### src/rtl/ml_ahb_pkg.sv
// Shared AHB transfer/burst codes, arbiter state encoding and burst-length
// helper for the multi-layer AHB matrix port arbiters.
package ml_ahb_pkg;

  localparam logic [1:0] HTRANS_IDLE   = 2'b00;
  localparam logic [1:0] HTRANS_BUSY   = 2'b01;
  localparam logic [1:0] HTRANS_NONSEQ = 2'b10;
  localparam logic [1:0] HTRANS_SEQ    = 2'b11;

  localparam logic [2:0] HBURST_SINGLE = 3'b000;
  localparam logic [2:0] HBURST_INCR   = 3'b001;

  localparam int unsigned BEAT_W = 4;

  typedef enum logic [1:0] {
    ST_ARB   = 2'b00,
    ST_BURST = 2'b01,
    ST_INCR  = 2'b10,
    ST_LOCK  = 2'b11
  } arb_state_e;

  // Remaining beats after the NONSEQ of a fixed-length burst (HBURST[2:1]).
  function automatic logic [BEAT_W-1:0] burst_beats_m1(input logic [1:0] burst_len);
    case (burst_len)
      2'b01:   return BEAT_W'(3);
      2'b10:   return BEAT_W'(7);
      2'b11:   return BEAT_W'(15);
      default: return BEAT_W'(0);
    endcase
  endfunction

endpackage

### src/rtl/ml_ahb_burst_cnt.sv
// Beat counter for fixed-length bursts; every update is qualified by hready.
module ml_ahb_burst_cnt #(
  parameter int unsigned CNT_W = 4
) (
  input  logic             clk,
  input  logic             rst_n,
  input  logic             hready,
  input  logic             load,
  input  logic [CNT_W-1:0] load_val,
  input  logic             dec,
  input  logic             clr,
  output logic             last_c
);

  logic [CNT_W-1:0] cnt;

  always_ff @(posedge clk) begin
    if (!rst_n) begin
      cnt <= '0;
    end else if (hready) begin
      if (load) begin
        cnt <= load_val;
      end else if (clr) begin
        cnt <= '0;
      end else if (dec && (cnt != '0)) begin
        cnt <= cnt - CNT_W'(1);
      end
    end
  end

  // Final SEQ of the burst is the one accepted while one beat remains.
  assign last_c = (cnt == CNT_W'(1));

endmodule

### src/rtl/ml_ahb_arb_port_1.sv
// Two-master arbiter for slave port 1: registered address-phase grant and
// data-phase select, holding ownership across bursts and locked sequences.
module ml_ahb_arb_port_1
  import ml_ahb_pkg::*;
#(
  parameter int unsigned DEF_MASTER = 0,
  parameter int unsigned CNT_W      = 4
) (
  input  logic       HCLK,
  input  logic       HRESETn,
  input  logic [1:0] req,
  input  logic [1:0] decod,
  input  logic       hready,
  input  logic [1:0] htrans,
  input  logic [2:0] hburst,
  input  logic       hmastlock,
  output logic [1:0] grant,
  output logic       addr_sel,
  output logic       data_sel,
  output logic       locked
);

  arb_state_e state;
  logic       winner;
  logic       is_nonseq;
  logic       is_end;
  logic       is_fixed;
  logic       cnt_load;
  logic       cnt_dec;
  logic       cnt_clr;
  logic       cnt_last;

  // Winner: decoder decides contention, lone requester wins, no request parks.
  always_comb begin
    winner = addr_sel;
    case (req)
      2'b11:   winner = (decod == 2'b10);
      2'b01:   winner = 1'b0;
      2'b10:   winner = 1'b1;
      default: winner = addr_sel;
    endcase
  end

  assign is_nonseq = (htrans == HTRANS_NONSEQ);
  assign is_end    = (htrans == HTRANS_IDLE) || is_nonseq;
  assign is_fixed  = (hburst[2:1] != 2'b00);

  assign cnt_load = (state == ST_ARB) && is_nonseq && !hmastlock && is_fixed;
  assign cnt_dec  = (state == ST_BURST) && (htrans == HTRANS_SEQ);
  assign cnt_clr  = (state == ST_BURST) && is_end;

  ml_ahb_burst_cnt #(
    .CNT_W (CNT_W)
  ) u_burst_cnt (
    .clk      (HCLK),
    .rst_n    (HRESETn),
    .hready   (hready),
    .load     (cnt_load),
    .load_val (CNT_W'(burst_beats_m1(hburst[2:1]))),
    .dec      (cnt_dec),
    .clr      (cnt_clr),
    .last_c   (cnt_last)
  );

  always_ff @(posedge HCLK) begin
    if (!HRESETn) begin
      state    <= ST_ARB;
      grant    <= (DEF_MASTER != 0) ? 2'b10 : 2'b01;
      addr_sel <= 1'(DEF_MASTER);
      data_sel <= 1'(DEF_MASTER);
      locked   <= 1'b0;
    end else if (hready) begin
      data_sel <= addr_sel;
      case (state)
        ST_ARB: begin
          if (is_nonseq && hmastlock) begin
            state  <= ST_LOCK;
            locked <= 1'b1;
          end else if (is_nonseq && is_fixed) begin
            state <= ST_BURST;
          end else if (is_nonseq && (hburst == HBURST_INCR)) begin
            state <= ST_INCR;
          end else begin
            grant    <= {winner, ~winner};
            addr_sel <= winner;
          end
        end
        ST_BURST: begin
          // Normal completion hands over on the following edge; early
          // termination re-arbitrates on this edge.
          if ((htrans == HTRANS_SEQ) && cnt_last) begin
            state <= ST_ARB;
          end else if (is_end) begin
            state    <= ST_ARB;
            grant    <= {winner, ~winner};
            addr_sel <= winner;
          end
        end
        ST_INCR: begin
          if (is_end) begin
            state    <= ST_ARB;
            grant    <= {winner, ~winner};
            addr_sel <= winner;
          end
        end
        ST_LOCK: begin
          if (!hmastlock && (htrans == HTRANS_IDLE)) begin
            state  <= ST_ARB;
            locked <= 1'b0;
          end
        end
        default: begin
          state  <= ST_ARB;
          locked <= 1'b0;
        end
      endcase
    end
  end

endmodule

### config.mk
export PLATFORM = sky130hd
export DESIGN_NAME = ml_ahb_arb_port_1
export DESIGN_NICKNAME = d
export VERILOG_FILES = /design/src/rtl/ml_ahb_pkg.sv /design/src/rtl/ml_ahb_burst_cnt.sv /design/src/rtl/ml_ahb_arb_port_1.sv
export SDC_FILE = /design/constraint.sdc
export NUM_CORES = 1
export LEC_CHECK = 0
export BUFFER_PORTS_ARGS = -buffer_cell sky130_fd_sc_hd__buf_2
export CAP_MARGIN = 20
export CORE_MARGIN = 10
export CORE_UTILIZATION = 47
export CTS_BUF_LIST = sky130_fd_sc_hd__clkbuf_16
export DETAILED_ROUTE_END_ITERATION = 10
export PLACE_DENSITY = 0.81
export SETUP_SLACK_MARGIN = 0.4
export SLEW_MARGIN = 0
export SYNTH_ARGS = -nofsm -noshare
export SYNTH_HDL_FRONTEND = slang
export SYNTH_SLANG_ARGS = --single-unit
export TNS_END_PERCENT = 30
### constraint.sdc
create_clock -name HCLK -period 2 [get_ports HCLK]
set_clock_uncertainty 0.15 [all_clocks]
set_input_delay 0.2 -clock HCLK [delete_from_list [all_inputs] [get_ports HCLK]]
set_output_delay 0.2 -clock HCLK [all_outputs]
set_load 0.01 [all_outputs]
=== Word-level counts from Yosys, hierarchy flattened ===
Index checks and enable logic that the tools add are counted.
Widths: inputs -> output; s select.

* Add/sub/neg operators: 1
* Multiply operators: 0
* Divide/modulo/power cells: 0
* Magnitude comparators: 0
* Equal/unequal tests: 21
* Shifts and indexed selects: 0
* Multiplexer cells: 27
* Bitwise logic cells: 1
* Reductions and logical operators: 24

{| class="wikitable"
|+ Operator list
! cell !! count
|-
| $mux 2 || 11
|-
| $eq 2x2->1 const B || 9
|-
| $mux 4 || 3
|-
| $pmux 4 s3 || 1
|-
| $logic_and 1x1->1 || 11
|-
| $ne 2x2->1 const B || 5
|-
| $pmux 2 s4 || 1
|-
| $mux 1 || 7
|-
| $eq 2x1->1 const B || 3
|-
| $pmux 1 s3 || 2
|-
| $pmux 2 s3 || 1
|-
| $reduce_and 6->1 || 1
|-
| $reduce_bool 3->1 || 2
|-
| $eq 4x1->1 const B || 1
|-
| $logic_not 2->1 || 2
|-
| $ne 4x1->1 const B || 1
|-
| $reduce_and 4->1 || 1
|-
| $reduce_bool 2->1 || 2
|-
| $reduce_bool 4->1 || 1
|-
| $sub 4x1->4 const B || 1
|-
| $eq 3x1->1 const B || 1
|-
| $reduce_and 3->1 || 1
|-
| $ne 2x1->1 const B || 1
|-
| $pmux 1 s2 || 1
|-
| other kinds (4) || 4
|}

* Register bits after elaboration: 11
* Latch bits: 0
* RAM bits: 0
* ROM bits: 0
* Input port bits: 13
* Output and inout bits: 5
* Logic and storage cells: 80
* Memories: 0

=== Longest topological paths before layout ===
Gate-level depths: netlist of run 1.

* Word-level depth: 7
* Gate-level depth with buffers: 6
* Gate-level depth less buffers: 6

=== Modules after synthesis ===
A second synthesis of run 1 with hierarchy kept.

* Cell total of the unflattened synthesis: 96
* Area, all modules: 825.8 um2

{| class="wikitable"
|+ By module, submodules not included
! module !! instances !! cells each !! area an instance (um2) !! sequential area each (um2)
|-
| ml_ahb_arb_port_1 || 1 || 60 || 520.5 || 120.1
|-
| ml_ahb_burst_cnt || 1 || 36 || 305.3 || 80.1
|}

=== Worst setup path before layout of run 1 ===
No wires, ideal clock.

* Path type: reg2reg
* Start: reg state[0]
* End: reg grant[0]
* Setup time: 0.121 ns
* Data arrival time: 1.622 ns
* Required time: 1.729 ns
* Setup slack: 0.107 ns
* Stages on the path, launching flop included: 6
* Buffers on the path: 0
* Clock period less this slack: 1.893 ns
* Cells stage by stage: dfxtp_1 > inv_1 > ha_1 > a211oi_1 > nor3b_1 > mux2_2

* Longest elaborated chain between the ends: 3
* Elaborated cells between the ends (all ways): 10
* Classes of those cells: 6 x eq/ne; 1 x mux; 3 x reduce/logical

{| class="wikitable"
|+ Ends and longest elaborated chain
! element !! line !! source
|-
| from (decl) || ml_ahb_arb_port_1.sv:23 || <nowiki>arb_state_e state;</nowiki>
|-
| from (signal assigned) || ml_ahb_arb_port_1.sv:67 || <nowiki>state <= ST_ARB;</nowiki>
|-
| from (signal assigned) || ml_ahb_arb_port_1.sv:77 || <nowiki>state <= ST_LOCK;</nowiki>
|-
| from (signal assigned) || ml_ahb_arb_port_1.sv:80 || <nowiki>state <= ST_BURST;</nowiki>
|-
| $eq 2x1->1 (tied with other cells) || ml_ahb_arb_port_1.sv:74 || <nowiki>case (state)</nowiki>
|-
| $ne 2x2->1 (no source line) or $reduce_bool 3->1 (tied branches) || n/a ||
|-
| $reduce_and 6->1 (no source line) || n/a ||
|-
| to (signal assigned) || ml_ahb_arb_port_1.sv:68 || <nowiki>grant <= (DEF_MASTER != 0) ? 2'b10 : 2'b01;</nowiki>
|-
| to (signal assigned) || ml_ahb_arb_port_1.sv:84 || <nowiki>grant <= {winner, ~winner};</nowiki>
|-
| to (signal assigned) || ml_ahb_arb_port_1.sv:95 || <nowiki>grant <= {winner, ~winner};</nowiki>
|-
| to (decl) || ml_ahb_arb_port_1.sv:17 || <nowiki>output logic [1:0] grant,</nowiki>
|}

Several ways; a longest one is shown, not always the timed one.
A chain may end at the register's enable or synchronous reset.

=== Final worst setup path of run 1 ===
* Start: reg state[0]
* End: reg u_burst_cnt.cnt[2]

* Longest elaborated chain between the ends: 6
* Elaborated cells between the ends (all ways): 12
* Classes of those cells: 1 x eq/ne; 2 x mux; 9 x reduce/logical

{| class="wikitable"
|+ Ends and longest elaborated chain
! element !! line !! source
|-
| $logic_not 2->1 || ml_ahb_arb_port_1.sv:48 || <nowiki>assign cnt_load = (state == ST_ARB) && is_nonseq && !hmastlock && is_fixed;</nowiki>
|-
| $logic_and 1x1->1 (3 in series) || ml_ahb_arb_port_1.sv:48 ||
|-
| $reduce_bool 3->1 (no source line) || n/a ||
|-
| $reduce_and 2->1 (no source line) || n/a ||
|-
| to (signal assigned) || ml_ahb_burst_cnt.sv:22 || <nowiki>cnt <= load_val;</nowiki>
|-
| to (signal assigned) || ml_ahb_burst_cnt.sv:26 || <nowiki>cnt <= cnt - CNT_W'(1);</nowiki>
|-
| to (decl) || ml_ahb_burst_cnt.sv:15 || <nowiki>logic [CNT_W-1:0] cnt;</nowiki>
|}

Several ways; a longest one is shown, not always the timed one.

==> results.sh, run 1 <==
export IMPL_clock_latency_ns=0.24
export IMPL_die_height_um=61.7
export IMPL_via_per_inst=6.41
export IMPL_grt_max_degree=12
export IMPL_p_sw_share_pct=28.3
export IMPL_yosys_warnings=0
export IMPL_drtAntennaViolNets=0
export IMPL_cp_endpoint="u_burst_cnt.cnt[2]"
export IMPL_n_antenna_cell=0
export IMPL_dp_slack_ns=0.223
export IMPL_die_area_mm2=0.00380
export IMPL_finalNetCount=142
export IMPL_setup_violations=0
export IMPL_crit_path_end_kind="flop"
export IMPL_crit_family="compound AO/OA/AOI/OAI gates"
export IMPL_min_path_cells=3
export IMPL_path_buf_inv=1
export IMPL_cts_root_buf="clkbuf_16"
export IMPL_cts_sinks=10
export IMPL_dr_first_iter_drc_count=30
export IMPL_start_util_pct=51.7
export IMPL_setup_slack_ns=0.210
export IMPL_setup_worst_path_start_class="flop"
export IMPL_cts_buffer_depth=2
export IMPL_combPwrFrac_pct=27.6
export IMPL_worst_hold_path_type="primary input to flop"
export IMPL_power_mw=0.805
export IMPL_cts_buffers=3
export IMPL_crit_required_ns=2.01
export IMPL_hold_viol=0
export IMPL_ctsHoldBuffers=0
export IMPL_crit_fanout=5
export IMPL_vias=872
export IMPL_crit_start="state[0]"
export IMPL_drc=0
export IMPL_vdd_ir_drop_max_mv=0.456
export IMPL_antenna_found_initial=0
export IMPL_rrSetupSlack_ns=0.21
export IMPL_synthCells=97
export IMPL_seqPwrFrac_pct=28.2
export IMPL_path_depth=6
export IMPL_synthFlopType="dfxtp_1"
export IMPL_wl_per_cell_um=19.8
export IMPL_synth_edf_count=0
export IMPL_rows=14
export IMPL_area_growth_pct=50.0
export IMPL_critical_path_slowest_cell="dfxtp_4"
export IMPL_io_buffers=17
export IMPL_path_cells="inv_2 -> ha_4 -> and3b_2 -> a2111oi_4 -> o221ai_2 -> a21oi_1"
export IMPL_grt_pass1_wl_um=4110
export IMPL_syn_nets=118
export IMPL_cp_arrival_ns=1.80
export IMPL_synth_seq_cells=10
export IMPL_grt_usage_pct=14.2
export IMPL_final_min_clock_period_ns=1.79
export IMPL_yosysSeqAreaShare_pct=24.5
export IMPL_clkSlewWorstSetupHoldPaths_ns=0.04
export IMPL_slowest_delay_ns=0.37
export IMPL_core_mm2=0.00158
export IMPL_drtPass1Iterations=4
export IMPL_post_route_period_util_pct=89.5
export IMPL_async_flop_share_pct=0
export IMPL_reg2reg_from="state[0]"
export IMPL_timing_reg2reg_worst_path_depth=6
export IMPL_powerDensity_mw_per_mm2=658
export IMPL_cts_tree="yes"
export IMPL_grt_remaining_overflow=0
export IMPL_rsz0062_at_grt="yes"
export IMPL_drv_slew=0
export IMPL_synth_cell_types=43
export IMPL_dieWidth_um=61.7
export IMPL_dp_hpwl_um=1660
export IMPL_syn_cell_area_um2=816
export IMPL_io_pins=18
export IMPL_r2r_end="u_burst_cnt.cnt[2]"
export IMPL_status="complete, no violations"
export IMPL_drv_cap=0
export IMPL_p_sw_mw=0.228
export IMPL_power_internal_mw=0.578
export IMPL_h_tree_depth=1
export IMPL_fmax_mhz=559
export IMPL_slew_headroom_pct=72.7
export IMPL_layout_filler_cells=100
export IMPL_drive_gt1_share_pct=50.8
export IMPL_place_congestion=0.835
export IMPL_routed_wl_um=2690
export IMPL_worst_pin_slew_ns=0.408
export IMPL_finalSetupTns_ns=0
export IMPL_p_leak_nw=0.483
export IMPL_grt_pass1_vias=862
export IMPL_pwr_share_clk_pct=44.2
export IMPL_syn_area_per_cell_um2=8.41
export IMPL_path_class="flop to flop"
[placed cells by master (no fill, tap or decap), types with 3 or more instances in the layout]
master	synthesis	final
o21ai_0	4	3
nor2_1	7	6
dfxtp_1	10	7
buf_4	1	5
a21oi_1	5	4
a211oi_2	0	3
inv_1	11	7
buf_2	0	17
clkbuf_16	0	3
ha_1	8	5
inv_2	0	4
nor3_1	4	3
ha_4	0	3
[how the worst min path moves through the flow]
stage                   from  endpoint
floorplan            HRESETn  grant[1]
global placement    data_sel  data_sel
detailed placement  data_sel  data_sel
CTS                  HRESETn  grant[1]
global route         HRESETn  grant[1]
finish               HRESETn  grant[1]
[tightest hold or removal path: stages]
cell	delay, ns
buf_2	0.12
nand2_1	0.06
mux2i_1	0.05
[per-layer routing]
| metal | global-route usage [%] | wire length (µm) | part of all wire, % |
|---|---|---|---|
| met5 | 0 | 0 | 0 |
| met3 | 4.53 | 230 | 8.5 |
| met1 | 17.2 | 1040 | 39 |
| met4 | 5.73 | 42 | 1.6 |
| met2 | 22.5 | 1380 | 51 |
[cell usage after synthesis (2+ instances only)]
cell	count	area [µm²]
inv_1	11	41.3
nand2b_1	2	12.5
a21oi_1	5	25.0
nand2_1	2	7.51
nor2b_1	2	12.5
nor3_1	4	20.0
mux2i_1	2	20.0
dfxtp_1	10	200
a211oi_1	4	30.0
a221oi_1	2	17.5
o21ai_0	4	20.0
nor2_1	7	26.3
a2111oi_0	2	17.5
ha_1	8	100
nand3b_1	2	15.0
nor4_1	2	12.5
o31ai_1	2	15.0
[final cells by class]
type / count / area [µm²] / share of cell area, %
Timing Repair Buffer: 22 / 123 / 10.0
Sequential cell: 10 / 209 / 17.1
Multi-Input combinational cell: 73 / 752 / 61.5
Clock buffer: 3 / 75.1 / 6.13
Inverter: 11 / 41.3 / 3.37
Clock inverter: 1 / 3.75 / 0.307
Tap cell: 16 / 20.0 / 1.64
[cells by family after synthesis]
family                     Yosys count  synth area share [%]
muxes                                3                  3.83
adders and majority gates            8                  12.3
AOI/OAI and AO/OA                   30                  27.0
and+or+nand+nor                     31                  23.3
DFF                                 10                  24.5
buffers and inverters               14                  7.98
xor gates and xnor gates             1                  1.07
[what timing repair did]
| action | CTS | global route |
|---|---|---|
| resized for setup | 15 | 5 |
| endpoints found under the setup margin | 8 | 9 |
| buffers inserted | 5 | 0 |
| cloned | 0 | 0 |
| pin swaps | 5 | 1 |
[sequential cells by signal (all words and copies together) (netlist names)]
| register | flops |
|---|---|
| u_burst_cnt.cnt | 4 |
| grant | 2 |
| state | 2 |
| data_sel | 1 |
| locked | 1 |
[stage by stage]
stage / std cells / util, % / hold WS, ns / area (µm²)
6_report: 136 / 77.6 / 0.0923 / 1220
5_1_grt: 136 / 77.6 / 0.102 / 1220
4_1_cts: 136 / 76.0 / 0.0925 / 1200
3_5_place_dp: 127 / 63.2 / 0.326 / 996
3_3_place_gp: 127 / 63.2 / 0.318 / 996
2_1_floorplan: 97 / - / 0.198 / 915
[power by group through the flow]
stage,sequential [mW],clock [mW],combinational (mW)
after detailed placement,0.230,0,0.169
after CTS,0.227,0.354,0.206
after global routing,0.229,0.367,0.238
final,0.227,0.356,0.223
after global placement,0.230,0,0.165
after floorplan,0.230,0,0.124
Power figures use the tool's default switching activity.
==> inputs of run 2 (changes only) <==
Settings changed: ABC_AREA from default to 1, CORE_UTILIZATION 47 to 48, PLACE_DENSITY 0.81 to 0.82, SYNTH_HIERARCHICAL from default to 1.
==> run 2 against run 1 <==
Critical path depth increased by 5; die area increased by 3.7%; critical path type unchanged; cell area is 4.6% lower; power is 4.3% lower; clock power is essentially flat; sequential cell count stayed put; largest cell class unchanged; non-clock buffer count increased by 1; sequential share of layout area increased by 0.82 points; synthesized cell count is 45% higher.
==> results.sh, run 2 <==
export IMPL_synth_seq_cells=10
export IMPL_synth_commonest_cells="nand2_1 (41), nor2_1 (18), inv_1 (17)"
export IMPL_rrSetupSlack_ns=0.37
export IMPL_cts_sinks=10
export IMPL_routed_wl_um=2180
export IMPL_setup_violations=0
export IMPL_status="complete, no violations"
export IMPL_yosysTopAreaCell="dfxtp_1"
export IMPL_slew_headroom_pct=84.9
export IMPL_hp_start="HRESETn"
export IMPL_synth_edf_count=0
export IMPL_grt_remaining_overflow=0
export IMPL_syn_cell_area_um2=880
export IMPL_min_path_cells=2
export IMPL_drive_gt1_share_pct=34.3
export IMPL_async_flop_share_pct=0
export IMPL_finalSetupTns_ns=0
export IMPL_grt_max_degree=9
export IMPL_dp_hpwl_um=1640
export IMPL_setup_worst_path_start_class="flop"
export IMPL_core_mm2=0.00173
export IMPL_cp_arrival_ns=1.60
export IMPL_regMostFlops="u_burst_cnt/cnt"
export IMPL_synth_area_top_cells="dfxtp_1 (23%), nand2_1 (17%), ha_1 (11%)"
export IMPL_synthCells=141
export IMPL_min_to="grant[0]"
export IMPL_pwr_share_clk_pct=46.0
export IMPL_p_sw_mw=0.216
export IMPL_drtPass1Iterations=4
export IMPL_place_congestion=0.866
export IMPL_timing_reg2reg_worst_path_depth=11
export IMPL_final_cell_mix="nand2_1 (40), buf_2 (17), nor2_1 (16)"
export IMPL_fmax_mhz=615
export IMPL_seqPwrFrac_pct=29.2
export IMPL_synth_cell_types=25
export IMPL_worst_hold_path_type="primary input to flop"
export IMPL_yosys_warnings=6
export IMPL_power_internal_mw=0.554
export IMPL_crit_fanout=6
export IMPL_io_pins=18
export IMPL_start_util_pct=50.9
export IMPL_cts_buffers=3
export IMPL_hold_viol=0
export IMPL_fin_cells=191
export IMPL_rsz0062_at_grt="yes"
export IMPL_grt_pass1_vias=843
export IMPL_final_min_clock_period_ns=1.63
export IMPL_synthFlopType="dfxtp_1"
export IMPL_drv_slew=0
export IMPL_clkSlewWorstSetupHoldPaths_ns=0.04
export IMPL_synth_most_common_cell="nand2_1"
export IMPL_cts_buffer_depth=2
export IMPL_n_antenna_cell=0
export IMPL_p_leak_nw=0.607
export IMPL_yosysSeqAreaShare_pct=22.8
export IMPL_worst_pin_slew_ns=0.224
export IMPL_path_class="flop to flop"
export IMPL_fin_util_pct=67.6
export IMPL_drv_cap=0
export IMPL_powerDensity_mw_per_mm2=660
export IMPL_post_route_period_util_pct=81.3
export IMPL_vias=937
export IMPL_r2r_end="u_burst_cnt/cnt[3]"
export IMPL_rows=15
export IMPL_die_area_mm2=0.00394
export IMPL_cts_tree="yes"
export IMPL_area_growth_pct=32.7
export IMPL_dp_cells=181
export IMPL_grt_pass1_wl_um=3480
export IMPL_grt_usage_pct=10.2
export IMPL_antenna_found_initial=0
export IMPL_syn_area_per_cell_um2=6.24
export IMPL_ctsHoldBuffers=0
export IMPL_top_regs="u_burst_cnt/cnt (4), grant (2), state (2)"
export IMPL_vdd_ir_drop_max_mv=0.868
export IMPL_crit_path_end_kind="flop"
export IMPL_h_tree_depth=1
export IMPL_reg2reg_from="state[0]"
export IMPL_dieWidth_um=62.8
export IMPL_drtAntennaViolNets=0
export IMPL_dr_first_iter_drc_count=43
export IMPL_die_height_um=62.8
export IMPL_crit_start="state[0]"
export IMPL_synth_top_cell_area_share_pct=22.8
export IMPL_largest_reg_flops=4
export IMPL_final_common_cell="nand2_1"
export IMPL_clock_latency_ns=0.24
export IMPL_via_per_inst=4.91
export IMPL_combPwrFrac_pct=24.8
export IMPL_crit_required_ns=1.98
export IMPL_syn_nets=162
export IMPL_io_buffers=17
export IMPL_power_mw=0.771
export IMPL_layout_filler_cells=156
export IMPL_wl_per_cell_um=11.4
export IMPL_finalNetCount=188
export IMPL_p_sw_share_pct=28.1
export IMPL_drc=0
export IMPL_cts_root_buf="clkbuf_16"
run 2: changes by cell type after synthesis, sizes merged, moves of 2 or more:
cell / previous run / this run
inv: 11 / 22
a211oi: 4 / 0
a221oi: 2 / 0
nor2b: 2 / 0
nand2b: 3 / 0
nor4: 2 / 0
o31ai: 2 / 0
mux2i: 2 / 0
a2111oi: 3 / 0
nor3: 4 / 2
nor2: 7 / 22
nand3: 1 / 12
a21oi: 5 / 7
nand2: 2 / 46
run 2: cell type report:
class / count / area (µm²) / area share, %
multi-input cells: 107 / 628 / 53.8
flip-flops and latches: 10 / 209 / 17.9
repair buffers: 23 / 130 / 11.1
inverters: 22 / 90.1 / 7.72
clock buffers: 3 / 75.1 / 6.43
well taps: 25 / 31.3 / 2.68
clock inverters: 1 / 3.75 / 0.322
run 2: how the worst max path moves through the flow:
stage	cells after the start	slack (ns)	end
2_1_floorplan	11	0.38	u_burst_cnt/cnt[0]
3_3_place_gp	11	0.32	u_burst_cnt/cnt[0]
3_5_place_dp	11	0.27	u_burst_cnt/cnt[3]
4_1_cts	12	0.41	u_burst_cnt/cnt[3]
5_1_grt	11	0.28	u_burst_cnt/cnt[1]
6_report	11	0.37	u_burst_cnt/cnt[3]
run 2: metrics by stage:
step	hold WS [ns]	setup slack (ns)	cell area, µm²
final	0.0933	0.374	1170
after global routing	0.114	0.284	1170
after CTS	0.0859	0.414	1100
after detailed placement	0.291	0.270	1000
after global placement	0.281	0.315	1000
after floorplan	0.149	0.385	900
run 2: power groups by stage:
stage / sequential (mW) / clock, mW / combinational [mW]
6_report: 0.225 / 0.355 / 0.191
5_1_grt: 0.227 / 0.366 / 0.214
4_1_cts: 0.225 / 0.362 / 0.171
3_5_place_dp: 0.227 / 0 / 0.166
3_3_place_gp: 0.227 / 0 / 0.161
2_1_floorplan: 0.229 / 0 / 0.115
run 2: metal layers:
layer,track usage (%),vias up,share of wire (%)
li1,-,485,-
met1,12.5,423,48
met2,16.3,25,46
met3,3.05,4,5.4
met4,3.63,0,1.2
met5,0,-,0
run 2: what timing repair did:
item / in CTS / in global routing
pin swaps: 4 / 7
resized for setup: 6 / 9
setup endpoints to repair: 4 / 8
buffers inserted: 1 / 5
run 2: cells by family (layout without fill, tap and decap cells):
logic type	count (synthesis)	in the layout	synth area share (%)
flip-flops	10	10	22.8
AND/OR/NAND/NOR	85	85	45.4
adder cells (fa/ha/maj)	8	8	11.4
buffers and inverters	24	49	10.7
AO/OA/AOI/OAI	14	14	9.82
run 2: worst max-delay path: stages, from the launching register on:
cell     delay, ns
dfxtp_4       0.36
inv_4         0.07
ha_4          0.16
inv_4         0.04
nor2_4        0.12
nand2_2       0.07
nor2_4        0.15
nor2_4        0.07
nand2_4       0.08
nand2_4       0.07
nor2_1        0.12
nor2_1        0.06
==> inputs of run 3 (changes only) <==
Settings changed: ABC_AREA 1 to 0, CORE_UTILIZATION 48 to 47, PLACE_DENSITY 0.82 to 0.81.
Clock period 2 ns to 1.45 ns, I/O delays scaled along.
==> run 3 against run 2 <==
Final cell count down 16%; via count decreased by 4.3%; register-to-register slack lost 0.89 ns; combinational power increased by 40%; global-route usage is 4.8 points higher; power increased by 38%; critical path type unchanged; count of clock-buffer cells in the layout stayed put; wire length up 18%; first-iteration DRC count grew 7.0%; area after synthesis shrank 6.1%; cell area grew 13%; the flow now finishes with violations (negative setup slack).
==> results.sh, run 3 <==
export IMPL_min_path_cells=3
export IMPL_worst_pin_slew_ns=0.358
export IMPL_dieWidth_um=61.9
export IMPL_synth_most_common_cell="inv_1"
export IMPL_synth_seq_cells=10
export IMPL_grt_use_met1_pct=17.8
export IMPL_crit_required_ns=1.42
export IMPL_synth_area_top_cells="dfxtp_1 (24%), ha_1 (12%), inv_1 (5.0%)"
export IMPL_yosys_warnings=6
export IMPL_clkSlewWorstSetupHoldPaths_ns=0.04
export IMPL_regMostFlops="u_burst_cnt/cnt"
export IMPL_yosysTopAreaCell="dfxtp_1"
export IMPL_core_mm2=0.00169
export IMPL_die_height_um=61.9
export IMPL_cts_root_buf="clkbuf_16"
export IMPL_grt_max_degree=12
export IMPL_via_per_inst=5.57
export IMPL_synth_xor_area_share_pct=2.12
export IMPL_r2r_end="u_burst_cnt/cnt[0]"
export IMPL_grt_pass1_vias=966
export IMPL_top_usage_layer="met2"
export IMPL_grt_remaining_overflow=0
export IMPL_grt_pass1_wl_um=4290
export IMPL_reg2reg_from="state[1]"
export IMPL_routed_wl_um=2570
export IMPL_synth_cell_types=39
export IMPL_cts_sinks=10
export IMPL_slowest_delay_ns=0.31
export IMPL_io_buffers=17
export IMPL_top_regs="u_burst_cnt/cnt (4), grant (2), state (2)"
export IMPL_worst_hold_path_type="primary input to flop"
export IMPL_synth_top_cell_area_share_pct=24.2
export IMPL_n_antenna_cell=0
export IMPL_start_util_pct=48.9
export IMPL_fin_util_pct=78.0
export IMPL_vdd_ir_drop_max_mv=0.568
export IMPL_violations="negative setup slack"
export IMPL_die_area_mm2=0.00383
export IMPL_status="complete, but fails checks"
export IMPL_antenna_found_initial=0
export IMPL_synthFlopType="dfxtp_1"
export IMPL_post_route_period_util_pct=136
export IMPL_crit_start="state[1]"
export IMPL_syn_area_per_cell_um2=8.60
export IMPL_final_min_clock_period_ns=1.97
export IMPL_drv_cap=0
export IMPL_use_met2_pct=25.0
export IMPL_min_to="state[1]"
export IMPL_timing_reg2reg_worst_path_depth=10
export IMPL_ctsHoldBuffers=0
export IMPL_drtAntennaViolNets=0
export IMPL_dr_first_iter_drc_count=46
export IMPL_drtPass1Iterations=4
export IMPL_rrSetupSlack_ns=-0.52
export IMPL_slew_headroom_pct=76.1
export IMPL_rsz0062_at_grt="yes"
export IMPL_cp_arrival_ns=1.93
export IMPL_final_common_cell="buf_4"
export IMPL_hold_worst_slack_ns=0.114
export IMPL_setup_worst_path_start_class="flop"
export IMPL_synth_compound_area_share_pct=24.8
export IMPL_place_congestion=0.844
export IMPL_clock_latency_ns=0.24
export IMPL_crit_fanout=5
export IMPL_wl_per_cell_um=16.0
export IMPL_syn_nets=117
export IMPL_p_leak_nw=0.601
export IMPL_yosysSeqAreaShare_pct=24.2
export IMPL_async_flop_share_pct=0
export IMPL_crit_path_end_kind="flop"
export IMPL_cts_buffers=3
export IMPL_fmax_mhz=508
export IMPL_final_cell_mix="buf_4 (27), buf_2 (17), inv_1 (8)"
export IMPL_synth_edf_count=0
export IMPL_h_tree_depth=1
export IMPL_synthAdderAreaFrac_pct=12.1
export IMPL_finalNetCount=166
export IMPL_area_growth_pct=59.5
export IMPL_io_pins=18
export IMPL_hold_viol=0
export IMPL_synthCells=96
export IMPL_rows=15
export IMPL_critical_path_slowest_cell="dfxtp_2"
export IMPL_cp_common_cell="inv_2"
export IMPL_path_cells="inv_2 -> ha_4 -> inv_2 -> or2_4 -> nor3b_4 -> buf_6 -> o31ai_4 -> a31oi_4 -> buf_4 -> a211oi_2"
export IMPL_vias=897
export IMPL_syn_cell_area_um2=826
export IMPL_powerDensity_mw_per_mm2=810
export IMPL_cts_tree="yes"
export IMPL_drive_gt1_share_pct=52.8
export IMPL_setup_violations=9
export IMPL_grt_usage_pct=15.0
export IMPL_largest_reg_flops=4
export IMPL_yosys_area_share_simple_pct=24.7
export IMPL_cts_buffer_depth=2
export IMPL_setup_slack_ns=-0.519
export IMPL_synth_area_mux_share_pct=5.00
export IMPL_synth_top_family_by_area="compound AO/OA/AOI/OAI gates"
export IMPL_hp_start="HRESETn"
export IMPL_dp_hpwl_um=1700
export IMPL_drv_slew=0
export IMPL_synth_commonest_cells="inv_1 (11), dfxtp_1 (10), ha_1 (8)"
export IMPL_path_class="flop to flop"
export IMPL_drc=0
export IMPL_grt_use_met3_pct=2.44
-- run 3: cell types whose count changed in the layout (fill, tap and decap cells not counted), moves of 3 or more --
cell	change
a211oi_2	+4
buf_4	+21
buf_6	+3
inv_1	-6
inv_4	-3
mux2i_1	+3
nand2_1	-34
nand2_2	-3
nand2_4	-3
nand3_1	-9
nor2_1	-12
nor2_2	-3
-- run 3: logic make-up after synthesis --
logic type | after synthesis
AOI/OAI and AO/OA | 26
muxes | 4
buffers and inverters | 14
adders and majority gates | 8
and+or+nand+nor | 32
DFF | 10
xor gates and xnor gates | 2
-- run 3: worst max-delay path by stage --
stage,slack [ns],depth (start not counted),to
2_1_floorplan,-0.42,9,u_burst_cnt/cnt[0]
3_3_place_gp,-0.42,9,u_burst_cnt/cnt[1]
3_5_place_dp,-0.50,9,u_burst_cnt/cnt[1]
4_1_cts,-0.47,10,u_burst_cnt/cnt[0]
5_1_grt,-0.59,10,u_burst_cnt/cnt[0]
6_report,-0.52,10,u_burst_cnt/cnt[0]
-- run 3: routing by layer --
layer  part of all wire, %  wire length [µm]
met1                    44              1140
met2                    46              1190
met3                   7.8               201
met4                   1.4                37
met5                     0                 0
-- run 3: final cells by class --
type	instances	area, µm²
multi-input cells	72	651
fillers	112	372
repair buffers	47	322
flip-flops and latches	10	204
clock buffers	3	75.1
inverters	11	41.3
well taps	17	21.3
clock inverters	1	3.75
-- run 3: stage by stage --
stage               cells  setup slack, ns  instance area [µm²]  power [mW]  TNS, ns
floorplan              96           -0.417                  857       0.427    -1.74
global placement      149           -0.416                 1110       0.523    -2.17
detailed placement    149           -0.498                 1110       0.530    -2.60
CTS                   161           -0.466                 1310        1.06    -2.35
global route          161           -0.592                 1320        1.12    -3.23
finish                161           -0.519                 1320        1.07    -2.60
-- run 3: timing repair --
| item | CTS | global route |
|---|---|---|
| resized for setup | 13 | 3 |
| endpoints found under the setup margin | 11 | 11 |
| cloned | 0 | 0 |
| buffers inserted | 8 | 0 |
| pin swaps | 5 | 2 |
-- run 3: worst max-delay path: cells and delay by family, from the launching register on --
family	cells	cell delay [ns]
and+or+nand+nor	2	0.48
buffers and inverters	4	0.42
AOI/OAI and AO/OA	3	0.34
DFF	1	0.31
adders and majority gates	1	0.13
-- run 3: power by group --
part	total, mW	switching [mW]	internal, mW
combinational	0.268	0.131	0.137
sequential	0.301	0.0108	0.290
clock	0.498	0.136	0.362
